`src/rtl/alu_pipe_pkg.sv`:
```
// alu_pipe_pkg: shared types and constants for the pipelined ALU.
//   alu_op_t     : 3-bit operation encoding, unchanged from the single-cycle ALU
//   FLAG_*       : bit positions inside the {N,Z,C,V} flags vector
//                  (the flags vector is used only when ALU_PIPE_FLAGS_EN is defined)
package alu_pipe_pkg;

   typedef enum logic [2:0] {
      ALU_ADD = 3'd0,
      ALU_SLL = 3'd1,
      ALU_SRA = 3'd2,
      ALU_SUB = 3'd3,
      ALU_XOR = 3'd4,
      ALU_SRL = 3'd5,
      ALU_OR  = 3'd6,
      ALU_AND = 3'd7
   } alu_op_t;

   localparam int unsigned FLAG_W = 4;
   localparam int unsigned FLAG_N = 3;
   localparam int unsigned FLAG_Z = 2;
   localparam int unsigned FLAG_C = 1;
   localparam int unsigned FLAG_V = 0;

endpackage

```
`src/rtl/alu_pipe_if.sv`:
```
// alu_pipe_if: handshake bundle between issue logic, the ALU pipe and writeback.
//   Issue side  : in_valid, in_ready, aluop, a, b, in_tag
//   Result side : out_valid, out_ready, f, out_tag (+ flags with ALU_PIPE_FLAGS_EN)
//   modport master : the block driving ops and consuming results
//   modport slave  : the ALU pipe itself
interface alu_pipe_if
#(
   parameter int unsigned WIDTH = 32,
   parameter int unsigned TAG_W = 4
)
();
   import alu_pipe_pkg::*;

   logic             in_valid;
   logic             in_ready;
   alu_op_t          aluop;
   logic [WIDTH-1:0] a;
   logic [WIDTH-1:0] b;
   logic [TAG_W-1:0] in_tag;
   logic             out_valid;
   logic             out_ready;
   logic [WIDTH-1:0] f;
   logic [TAG_W-1:0] out_tag;

`ifdef ALU_PIPE_FLAGS_EN
   logic [FLAG_W-1:0] flags;

   modport master (
      output in_valid, aluop, a, b, in_tag, out_ready,
      input  in_ready, out_valid, f, out_tag, flags
   );

   modport slave (
      input  in_valid, aluop, a, b, in_tag, out_ready,
      output in_ready, out_valid, f, out_tag, flags
   );
`else
   modport master (
      output in_valid, aluop, a, b, in_tag, out_ready,
      input  in_ready, out_valid, f, out_tag
   );

   modport slave (
      input  in_valid, aluop, a, b, in_tag, out_ready,
      output in_ready, out_valid, f, out_tag
   );
`endif

endinterface

```
`src/rtl/alu_core.sv`:
```
// alu_core: purely combinational evaluation of one ALU operation.
//   op    : operation select (alu_op_t)
//   a, b  : operands; shifts use only the low $clog2(WIDTH) bits of b
//   f     : result
//   flags : {N,Z,C,V}, present only when ALU_PIPE_FLAGS_EN is defined
module alu_core
   import alu_pipe_pkg::*;
#(
   parameter int unsigned WIDTH = 32
)
(
   input  alu_op_t           op,
   input  logic [WIDTH-1:0]  a,
   input  logic [WIDTH-1:0]  b,
   output logic [WIDTH-1:0]  f
`ifdef ALU_PIPE_FLAGS_EN
   ,
   output logic [FLAG_W-1:0] flags
`endif
);

   localparam int unsigned SHW = $clog2(WIDTH);

   logic [SHW-1:0] sh;

   assign sh = b[SHW-1:0];

   always_comb begin
      f = '0;
      case (op)
         ALU_ADD: f = a + b;
         ALU_SLL: f = a << sh;
         ALU_SRA: f = $signed(a) >>> sh;
         ALU_SUB: f = a - b;
         ALU_XOR: f = a ^ b;
         ALU_SRL: f = a >> sh;
         ALU_OR:  f = a | b;
         ALU_AND: f = a & b;
         default: f = '0;
      endcase
   end

`ifdef ALU_PIPE_FLAGS_EN
   logic [WIDTH:0] sum_x;

   assign sum_x = {1'b0, a} + {1'b0, b};

   // Overflow: add overflows when like-signed operands give a result of the
   // other sign; sub overflows when unlike-signed operands do.
   always_comb begin
      flags         = '0;
      flags[FLAG_N] = f[WIDTH-1];
      flags[FLAG_Z] = (f == '0);
      case (op)
         ALU_ADD: begin
            flags[FLAG_C] = sum_x[WIDTH];
            flags[FLAG_V] = (a[WIDTH-1] == b[WIDTH-1]) && (f[WIDTH-1] != a[WIDTH-1]);
         end
         ALU_SUB: begin
            flags[FLAG_C] = (a >= b);
            flags[FLAG_V] = (a[WIDTH-1] != b[WIDTH-1]) && (f[WIDTH-1] != a[WIDTH-1]);
         end
         default: begin
            flags[FLAG_C] = 1'b0;
            flags[FLAG_V] = 1'b0;
         end
      endcase
   end
`endif

endmodule

```
`src/rtl/alu_pipe.sv`:
```
// alu_pipe: pipelined ALU with valid/ready handshakes, tag pass-through and flush.
//   clk   : rising-edge clock
//   rst_n : asynchronous active-low reset; discards every in-flight op
//   flush : synchronous; empties all slots next cycle, blocks accept this cycle
//   bus   : alu_pipe_if.slave (in_valid/in_ready/aluop/a/b/in_tag,
//           out_valid/out_ready/f/out_tag, flags with ALU_PIPE_FLAGS_EN)
// The result is computed at accept into slot 0 and shifts through STAGES slots;
// the last slot drives the outputs. Optional feature macro: ALU_PIPE_FLAGS_EN.
module alu_pipe
   import alu_pipe_pkg::*;
#(
   parameter int unsigned WIDTH  = 32,
   parameter int unsigned STAGES = 2,
   parameter int unsigned TAG_W  = 4
)
(
   input logic       clk,
   input logic       rst_n,
   input logic       flush,
   alu_pipe_if.slave bus
);

   logic [STAGES-1:0] vld;
   logic [STAGES-1:0] adv;
   logic [WIDTH-1:0]  dat [STAGES];
   logic [TAG_W-1:0]  tg  [STAGES];
   logic [WIDTH-1:0]  res;
   logic              room;
   logic              in_rdy;
   logic              accept;

`ifdef ALU_PIPE_FLAGS_EN
   logic [FLAG_W-1:0] flg [STAGES];
   logic [FLAG_W-1:0] res_flags;
`endif

   alu_core #(
      .WIDTH (WIDTH)
   ) u_core (
      .op    (bus.aluop),
      .a     (bus.a),
      .b     (bus.b),
`ifdef ALU_PIPE_FLAGS_EN
      .flags (res_flags),
`endif
      .f     (res)
   );

   // Walk from the output slot back to slot 0 carrying "the slot ahead can
   // take data this cycle"; a scalar carry keeps the chain free of
   // self-referencing vector bits. After the walk, room is slot 0's.
   always_comb begin
      adv  = '0;
      room = bus.out_ready;
      for (int unsigned i = 0; i < STAGES; i++) begin
         adv[STAGES-1-i] = vld[STAGES-1-i] && room;
         room            = !vld[STAGES-1-i] || room;
      end
   end

   assign in_rdy       = room && !flush;
   assign accept       = bus.in_valid && in_rdy;
   assign bus.in_ready = in_rdy;

   assign bus.out_valid = vld[STAGES-1];
   assign bus.f         = dat[STAGES-1];
   assign bus.out_tag   = tg[STAGES-1];
`ifdef ALU_PIPE_FLAGS_EN
   assign bus.flags     = flg[STAGES-1];
`endif

   always_ff @(posedge clk or negedge rst_n) begin
      if (!rst_n) begin
         vld <= '0;
         for (int unsigned k = 0; k < STAGES; k++) begin
            dat[k] <= '0;
            tg[k]  <= '0;
`ifdef ALU_PIPE_FLAGS_EN
            flg[k] <= '0;
`endif
         end
      end else if (flush) begin
         vld <= '0;
      end else begin
         if (accept) begin
            vld[0] <= 1'b1;
            dat[0] <= res;
            tg[0]  <= bus.in_tag;
`ifdef ALU_PIPE_FLAGS_EN
            flg[0] <= res_flags;
`endif
         end else if (adv[0]) begin
            vld[0] <= 1'b0;
         end
         for (int unsigned k = 1; k < STAGES; k++) begin
            if (adv[k-1]) begin
               vld[k] <= 1'b1;
               dat[k] <= dat[k-1];
               tg[k]  <= tg[k-1];
`ifdef ALU_PIPE_FLAGS_EN
               flg[k] <= flg[k-1];
`endif
            end else if (adv[k]) begin
               vld[k] <= 1'b0;
            end
         end
      end
   end

endmodule

```
`src/flat_wrapper.sv`:
```
// flat-port wrapper written by rule: the top's interface ports become plain ports
module alu_pipe_flat import alu_pipe_pkg::*;
#(
   parameter int unsigned WIDTH  = 32,
   parameter int unsigned STAGES = 2,
   parameter int unsigned TAG_W  = 4
)
  (clk, rst_n, flush, bus_in_valid, bus_aluop, bus_a, bus_b, bus_in_tag, bus_out_ready, bus_in_ready, bus_out_valid, bus_f, bus_out_tag);
  alu_pipe_if #(.WIDTH(WIDTH), .TAG_W(TAG_W)) bus_i ();
  input logic clk;
  input logic rst_n;
  input logic flush;
  input wire logic [$bits(bus_i.in_valid)-1:0] bus_in_valid;
  input wire logic [$bits(bus_i.aluop)-1:0] bus_aluop;
  input wire logic [$bits(bus_i.a)-1:0] bus_a;
  input wire logic [$bits(bus_i.b)-1:0] bus_b;
  input wire logic [$bits(bus_i.in_tag)-1:0] bus_in_tag;
  input wire logic [$bits(bus_i.out_ready)-1:0] bus_out_ready;
  output wire logic [$bits(bus_i.in_ready)-1:0] bus_in_ready;
  output wire logic [$bits(bus_i.out_valid)-1:0] bus_out_valid;
  output wire logic [$bits(bus_i.f)-1:0] bus_f;
  output wire logic [$bits(bus_i.out_tag)-1:0] bus_out_tag;
  assign bus_i.in_valid = bus_in_valid;
  assign bus_i.aluop = bus_aluop;
  assign bus_i.a = bus_a;
  assign bus_i.b = bus_b;
  assign bus_i.in_tag = bus_in_tag;
  assign bus_i.out_ready = bus_out_ready;
  assign bus_in_ready = bus_i.in_ready;
  assign bus_out_valid = bus_i.out_valid;
  assign bus_f = bus_i.f;
  assign bus_out_tag = bus_i.out_tag;
  alu_pipe #(.WIDTH(WIDTH), .STAGES(STAGES), .TAG_W(TAG_W)) u_core (.clk(clk), .rst_n(rst_n), .flush(flush), .bus(bus_i));
endmodule
```
`config.mk`:
```
export PLATFORM = sky130hd
export DESIGN_NAME = alu_pipe_flat
export DESIGN_NICKNAME = d
export VERILOG_FILES = /design/src/rtl/alu_pipe_pkg.sv /design/src/rtl/alu_pipe_if.sv /design/src/rtl/alu_core.sv /design/src/rtl/alu_pipe.sv /design/src/flat_wrapper.sv
export SDC_FILE = /design/constraint.sdc
export NUM_CORES = 1
export LEC_CHECK = 0
export CAP_MARGIN = 20
export CELL_PAD_IN_SITES_DETAIL_PLACEMENT = 0
export CELL_PAD_IN_SITES_GLOBAL_PLACEMENT = 1
export CORE_MARGIN = 10
export CORE_UTILIZATION = 48
export CTS_BUF_LIST = sky130_fd_sc_hd__clkbuf_4 sky130_fd_sc_hd__clkbuf_8
export CTS_CLUSTER_DIAMETER = 60
export DETAILED_ROUTE_END_ITERATION = 7
export GPL_TIMING_DRIVEN = 0
export HOLD_SLACK_MARGIN = 0.02
export PLACE_DENSITY_LB_ADDON = 0.1
export SYNTH_ARGS = -nofsm -noshare
export SYNTH_HDL_FRONTEND = slang
export SYNTH_SLANG_ARGS = --single-unit
```
`constraint.sdc`:
```
create_clock -name clk -period 4.56 [get_ports clk]
set_input_delay 0.912 -clock clk [delete_from_list [all_inputs] [get_ports clk]]
set_output_delay 0.912 -clock clk [all_outputs]
set_load 0.05 [all_outputs]
```
* Word level (Yosys, flattened, before mapping)
Index checks and enable logic that the tools add are counted.
** Storage, ports and cells
- Bits in latches :: 0
- Memories :: 0
- Output and inout port bits :: 38
- Memory bits (writable) :: 0
- Register bits :: 74
- Input port bits :: 76
- Logic and storage cells :: 42
- ROM bits :: 0
** Cells by class
- $mul :: 0
- Bitwise logic cells :: 4
- Reduce and logical (&&, ||, !) cells :: 14
- Divide/modulo/power cells :: 0
- Equality and inequality tests :: 7
- Shift operators :: 3
- Magnitude comparators :: 0
- Add/sub/neg operators :: 2
- Mux-type cells :: 6
** Operator list (count)
- one-hot mux 32 bit (8 select lines) :: 1
- adder 32 bit :: 1
- AND 32 bit :: 1
- OR 32 bit :: 1
- << shifter 32 x 5 -> 32 bit :: 1
- right shift 32 x 5 -> 32 bit :: 1
- >>> shifter 32 x 5 -> 32 bit :: 1
- subtractor 32 bit :: 1
- bitwise XOR 32 bit :: 1
- == test 3 bit (second input constant) :: 4
- == test 3 x 2 -> 1 bit (second input constant) :: 2
- nonzero test 3 bit :: 2
- logical AND 1 bit :: 4
- two-way mux 1 bit :: 4
- AND reduction 2 bit :: 2
- == test 3 x 1 -> 1 bit (second input constant) :: 1
- logical NOT 1 bit :: 3
- logical NOT 3 bit :: 1
- logical OR 1 bit :: 2
- two-way mux 2 bit :: 1
- inverter 1 bit :: 1

* Logic depth before layout (Yosys ltp)
- Depth in word-level cells :: 7
- Gate-level depth with buffers :: 20
- Mapped depth without buffers :: 18

* Modules after synthesis
A second synthesis with hierarchy kept.
** Unflattened totals
- Cells, all modules :: 1329
- Area total of the unflattened synthesis :: 10842.9 sq um
** By module, submodules not included
- alu_core :: cells each 1130, times used 1, seq. area each 0.0 sq um, area each 7643.6 sq um
- alu_pipe :: cells each 199, times used 1, seq. area each 1851.8 sq um, area each 3199.3 sq um

* Worst setup path before layout
Ideal clock, no wire load.
- Kind :: input-to-reg
- From :: in bus_b[1]
- To :: reg u_core.dat[61] (netlist bit)
- Data required time :: 4433 ps
- Path buffers :: 2
- Library setup time :: 127 ps
- Data arrival time :: 4229 ps
- Slack :: 204 ps
- Stages :: 19
- Cell sequence :: buf_4 inv_2 buf_2 ha_1 nand2_1 nor2_1 nand4_1 o21ai_0 xnor2_1 ha_1 nand3_1 nor4b_1 nor3_1 o21ai_1 o21ai_2 o21ai_2 a221o_2 nor4b_1 o32a_2
** Between the ends
- Longest elaborated chain between the ends :: 2
- Elaborated cells on any way between the ends :: 6
- Classes of those cells :: 2 x add/sub; 3 x shift; 1 x mux
** RTL lines
- start: declaration :: line flat_wrapper.sv:16 : input wire logic [$bits(bus_i.b)-1:0] bus_b;
- subtractor 32 bit (tied with other cells) :: line alu_core.sv:34 : ALU_SUB: f = a - b;
- one-hot mux 32 bit (8 select lines) * :: line alu_core.sv:30 : case (op)
- end signal: indexed assignment :: line alu_pipe.sv:98 : dat[k] <= dat[k-1];
- end: declaration :: line alu_pipe.sv:25 : logic [WIDTH-1:0] dat [STAGES];
Every way passes the cells marked *; elsewhere a longest branch is shown, timed or not.
A chain may end at the register's enable or synchronous reset.

* Worst setup path in the final report
Ends and elaborated chain as after synthesis.

==> metrics.md <==
| Metric | Value |
|---|---|
| # placed instances | 1732 |
| TritonRoute pass-1 iters | 5 |
| Die Width | 169.2 µm |
| Ports | 114 |
| P per Cell Area | 287.4 nW/µm² |
| First-pass GRT wire length | 69.82 mm |
| Total gr overflow | 0 |
| Hold-fix buffers, CTS | 0 |
| Max cap viols | 0 |
| Fin worst setup slack | 0.1367 ns |
| Post-synthesis mux area share | 0.1708 |
| Setup violators final | 0 |
| DRT iter0 DRCs | 1320 |
| Slew headroom | 0.2719 |
| Starting Density | 0.4882 |
| Final clock skew | 0.009328 ns |
| CP max FO | 8 |
| CP top delay family | compound AO/OA/AOI/OAI gates |
| Top Usage Layer GRT | met2 |
| Synthesized instance count | 1339 |
| Async set-reset flop share out of synthesis | 1.000 |
| Simple-Gate Fraction of Synth Area | 0.1607 |
| Seq/Total Area, Yosys | 0.1733 |
| Vias | 11.59k |
| Status | complete, no violations |
| Place WS | -1.955 ns |
| Row Count | 54 |
| Most frequently used flop master after synthesis | dfrtp_1 |
| Fraction of layout cells with a size suffix above 1 | 0.1745 |
| Mean Syn Cell Area | 7.982 µm² |
| Slew Viols, Final | 0 |
| Largest family of logic cells by synthesized area | compound AO/OA/AOI/OAI gates |
| Clock sinks | 74 |
| Minimum clock period | 4.423 ns |
| HPWL after DPL | 38.83 mm |
| Synth top area cells | dfrtp_1 (17%), ha_1 (11%), mux4_2 (8.9%) |
| Slowest CP cell | a221o_2 |
| Peak Freq | 0.2261 GHz |
| WL/cell | 27.07 µm |
| Root buffer cell | clkbuf_8 |
| Final Cycle Share | 0.9700 |
| CP Launch Type | primary input |
| CTS tree | yes |
| Met1 Use GR | 0.3905 |
| Area leader, netlist | dfrtp_1 |
| Clk Latency, worst-skew pair | 0.35 ns |
| Worst setup EP type | flop |
| Detailed Route WL | 47.76 mm |
| Hold_ws | 0.4792 ns |
| Area Overhead vs Synth | 20.35% |
| H-tree Lvls | 3 |
| Core ar. | 21890 µm² |
| Post-synthesis cell type count | 80 |
| Req. time, crit path | 4.79 ns |
| Largest stage delay on the critical path | 0.39 ns |
| Initial antenna violation count | 1 |
| Synthesis-stage register bit count | 74 |
| Crit Path Category | primary input to flop |
| Synthesized area | 10690 µm² |
| Total track usage | 0.3174 |
| Worst EP arrival | 4.66 ns |
| Vias in the first global route | 11.28k |
| Post-Synth XOR/XNOR Area | 0.04097 |
| DR vias/cell | 6.571 |
| YS warnings | 0 |
| Die Height | 169.2 µm |
| Buffers & Inverters on Critical Path | 6 |
| Finished Layout Cells | 1764 |
| Remaining DRCs | 0 |
| Core Util, Final | 0.5876 |
| Worst-path clk slew | 0.08 ns |
| N_diodes | 0 |
| Post-Synth Adder-Cell Area | 0.1154 |
| Post-synthesis compound-gate area fraction | 0.2464 |
| Endpoints failing hold | 0 |
| CTS Buffer Depth | 2 |
| Number of flops mapped to enable cells by yosys | 0 |
| Nets@finish | 1653 |
| DIE AREA | 28640 µm² |
| Met3 global-route usage | 0.04979 |
| RSZ-0062 raised after global routing | no |
| CP cell instances | dlygate4sd2_1, buf_8, buf_4, nor4_4, buf_6, nand3_2, o31ai_4, xnor2_1, ha_1, buf_6, nand4_1, buf_4, nor4b_4, nor3_1, o21ai_1, o21ai_2, o21ai_2, a221o_2, nor4b_2, o32a_2 |
| Peak VDD IR | 205.5 µV |
| Largest net degree at the start of global routing | 75 |
| Post-synthesis net count | 1513 |
| P_leak | 5.556 nW |
| Setup TNS | 0 ns |
| I/O Buffers | 113 |
| Final ANT Viol Nets | 0 |
| Area share of the largest cell type after synthesis | 0.1733 |
| HP Class | flop to flop |
| Total CTS buffers | 9 |
| M2 GR Usage | 0.5146 |
| RePlAce Congestion | 1.051 |
| Least-Margin Pin Slew | 1.084 ns |
power by group:
part           switching (W)  internal [W]  total [W]
sequential         0.0000959      0.000825   0.000921
clock               0.000242      0.000261   0.000503
combinational        0.00135      0.000918    0.00227
total                0.00169       0.00200    0.00370
per-stage QoR:
step	instance area [µm²]	total power [W]
floorplan	10690	0.002378
global placement	12170	0.003057
detailed placement	12170	0.003097
CTS	12770	0.003660
global route	12860	0.003874
finish	12860	0.003697
kinds of logic (layout without fill, tap and decap cells):
group	after synthesis	in the layout
buffers and inverters	200	345
AND/OR/NAND/NOR	396	396
XOR/XNOR	50	50
multiplexers	125	125
flip-flops	74	74
adder cells (fa/ha/maj)	98	98
AO/OA/AOI/OAI	396	396
final cells by class:
cell class	instances	area [µm²]
multi-input cells	1065	8073
repair buffers	133	1289
inverters	75	296.5
flip-flops and latches	74	1852
clock buffers	10	131.4
plain buffers	121	804.5
fillers	2053	9029
clock inverters	6	66.31
well taps	280	350.3
worst register-to-register path: cells and delay by family (launching register included):
kind	cells	cell delay [ns]
AND/OR/NAND/NOR	3	0.71
buffers and inverters	1	0.28
flip-flops	1	0.38
AO/OA/AOI/OAI	4	1.16
layout by cell type (no fill, tap or decap), types with 8 or more instances in the layout:
cell type / instances
a22oi_1: 9
o22ai_1: 17
a221oi_1: 21
xnor2_1: 43
clkbuf_8: 11
nand2_1: 128
o21ai_0: 85
ha_1: 95
a31oi_1: 19
a21oi_1: 94
a22o_1: 24
nand2b_1: 10
dfrtp_1: 74
a21o_1: 16
buf_6: 11
buf_1: 10
o211ai_1: 8
clkdlybuf4s50_1: 102
mux4_2: 42
buf_4: 63
mux2i_1: 44
a211oi_1: 13
or3_1: 11
nand3_1: 18
nor3_1: 19
inv_1: 69
mux2_2: 39
buf_2: 14
nor2_1: 159
clkbuf_1: 31
metal layers:
metal	vias to the layer above	share of wire
met5	-	0
met4	0	0.066
met3	175	0.094
met2	696	0.46
met1	5589	0.38
li1	5131	-
worst paths after layout:
check,to,startpoint,cells after the start,slack [ns]
worst min-delay path,u_core.tg[6]$_DFFE_PN0P_,u_core.tg[6]$_DFFE_PN0P_,2,0.48
worst max-delay path,u_core.dat[61]$_DFFE_PN0P_,bus_b[1],20,0.14
worst min register to register,u_core.tg[6]$_DFFE_PN0P_,u_core.tg[6]$_DFFE_PN0P_,2,0.48
min in group asynchronous,u_core.bus.f[29]$_DFFE_PN0P_,rst_n,1,0.67
max in group asynchronous,u_core.tg[6]$_DFFE_PN0P_,rst_n,1,3.29
worst max register to register,u_core.dat[55]$_DFFE_PN0P_,u_core.vld[1]$_DFFE_PN0P_,8,1.92
synth_stat cells, types with 9 or more instances:
cell type and number:
nand2b_1 10, clkbuf_1 45, o21ai_0 88, buf_4 41
a31oi_1 19, a211oi_1 14, inv_1 71, mux2i_1 44
ha_1 97, nand2_1 130, a22o_1 24, buf_1 13
a221oi_1 22, mux2_2 39, nor3_1 24, buf_2 18
mux4_2 42, nor2_1 164, xnor2_1 45, a21oi_1 99
a21o_1 16, dfrtp_1 74, nand3_1 21, o22ai_1 17
or3_1 11, a22oi_1 9
state kept, by name (all words and copies together) (netlist names):
register            cells
u_core.vld              2
u_core.tg               4
u_core.dat             32
u_core.bus.out_tag      4
u_core.bus.f           32
what timing repair did:
item,in CTS,in global routing
gates resized for setup,86,31
endpoints found under the setup margin,30,15
hold endpoints to repair,0,0
pin swaps,20,14
setup buffers,17,3
Note: power is estimated with default switching activity, not from simulation.
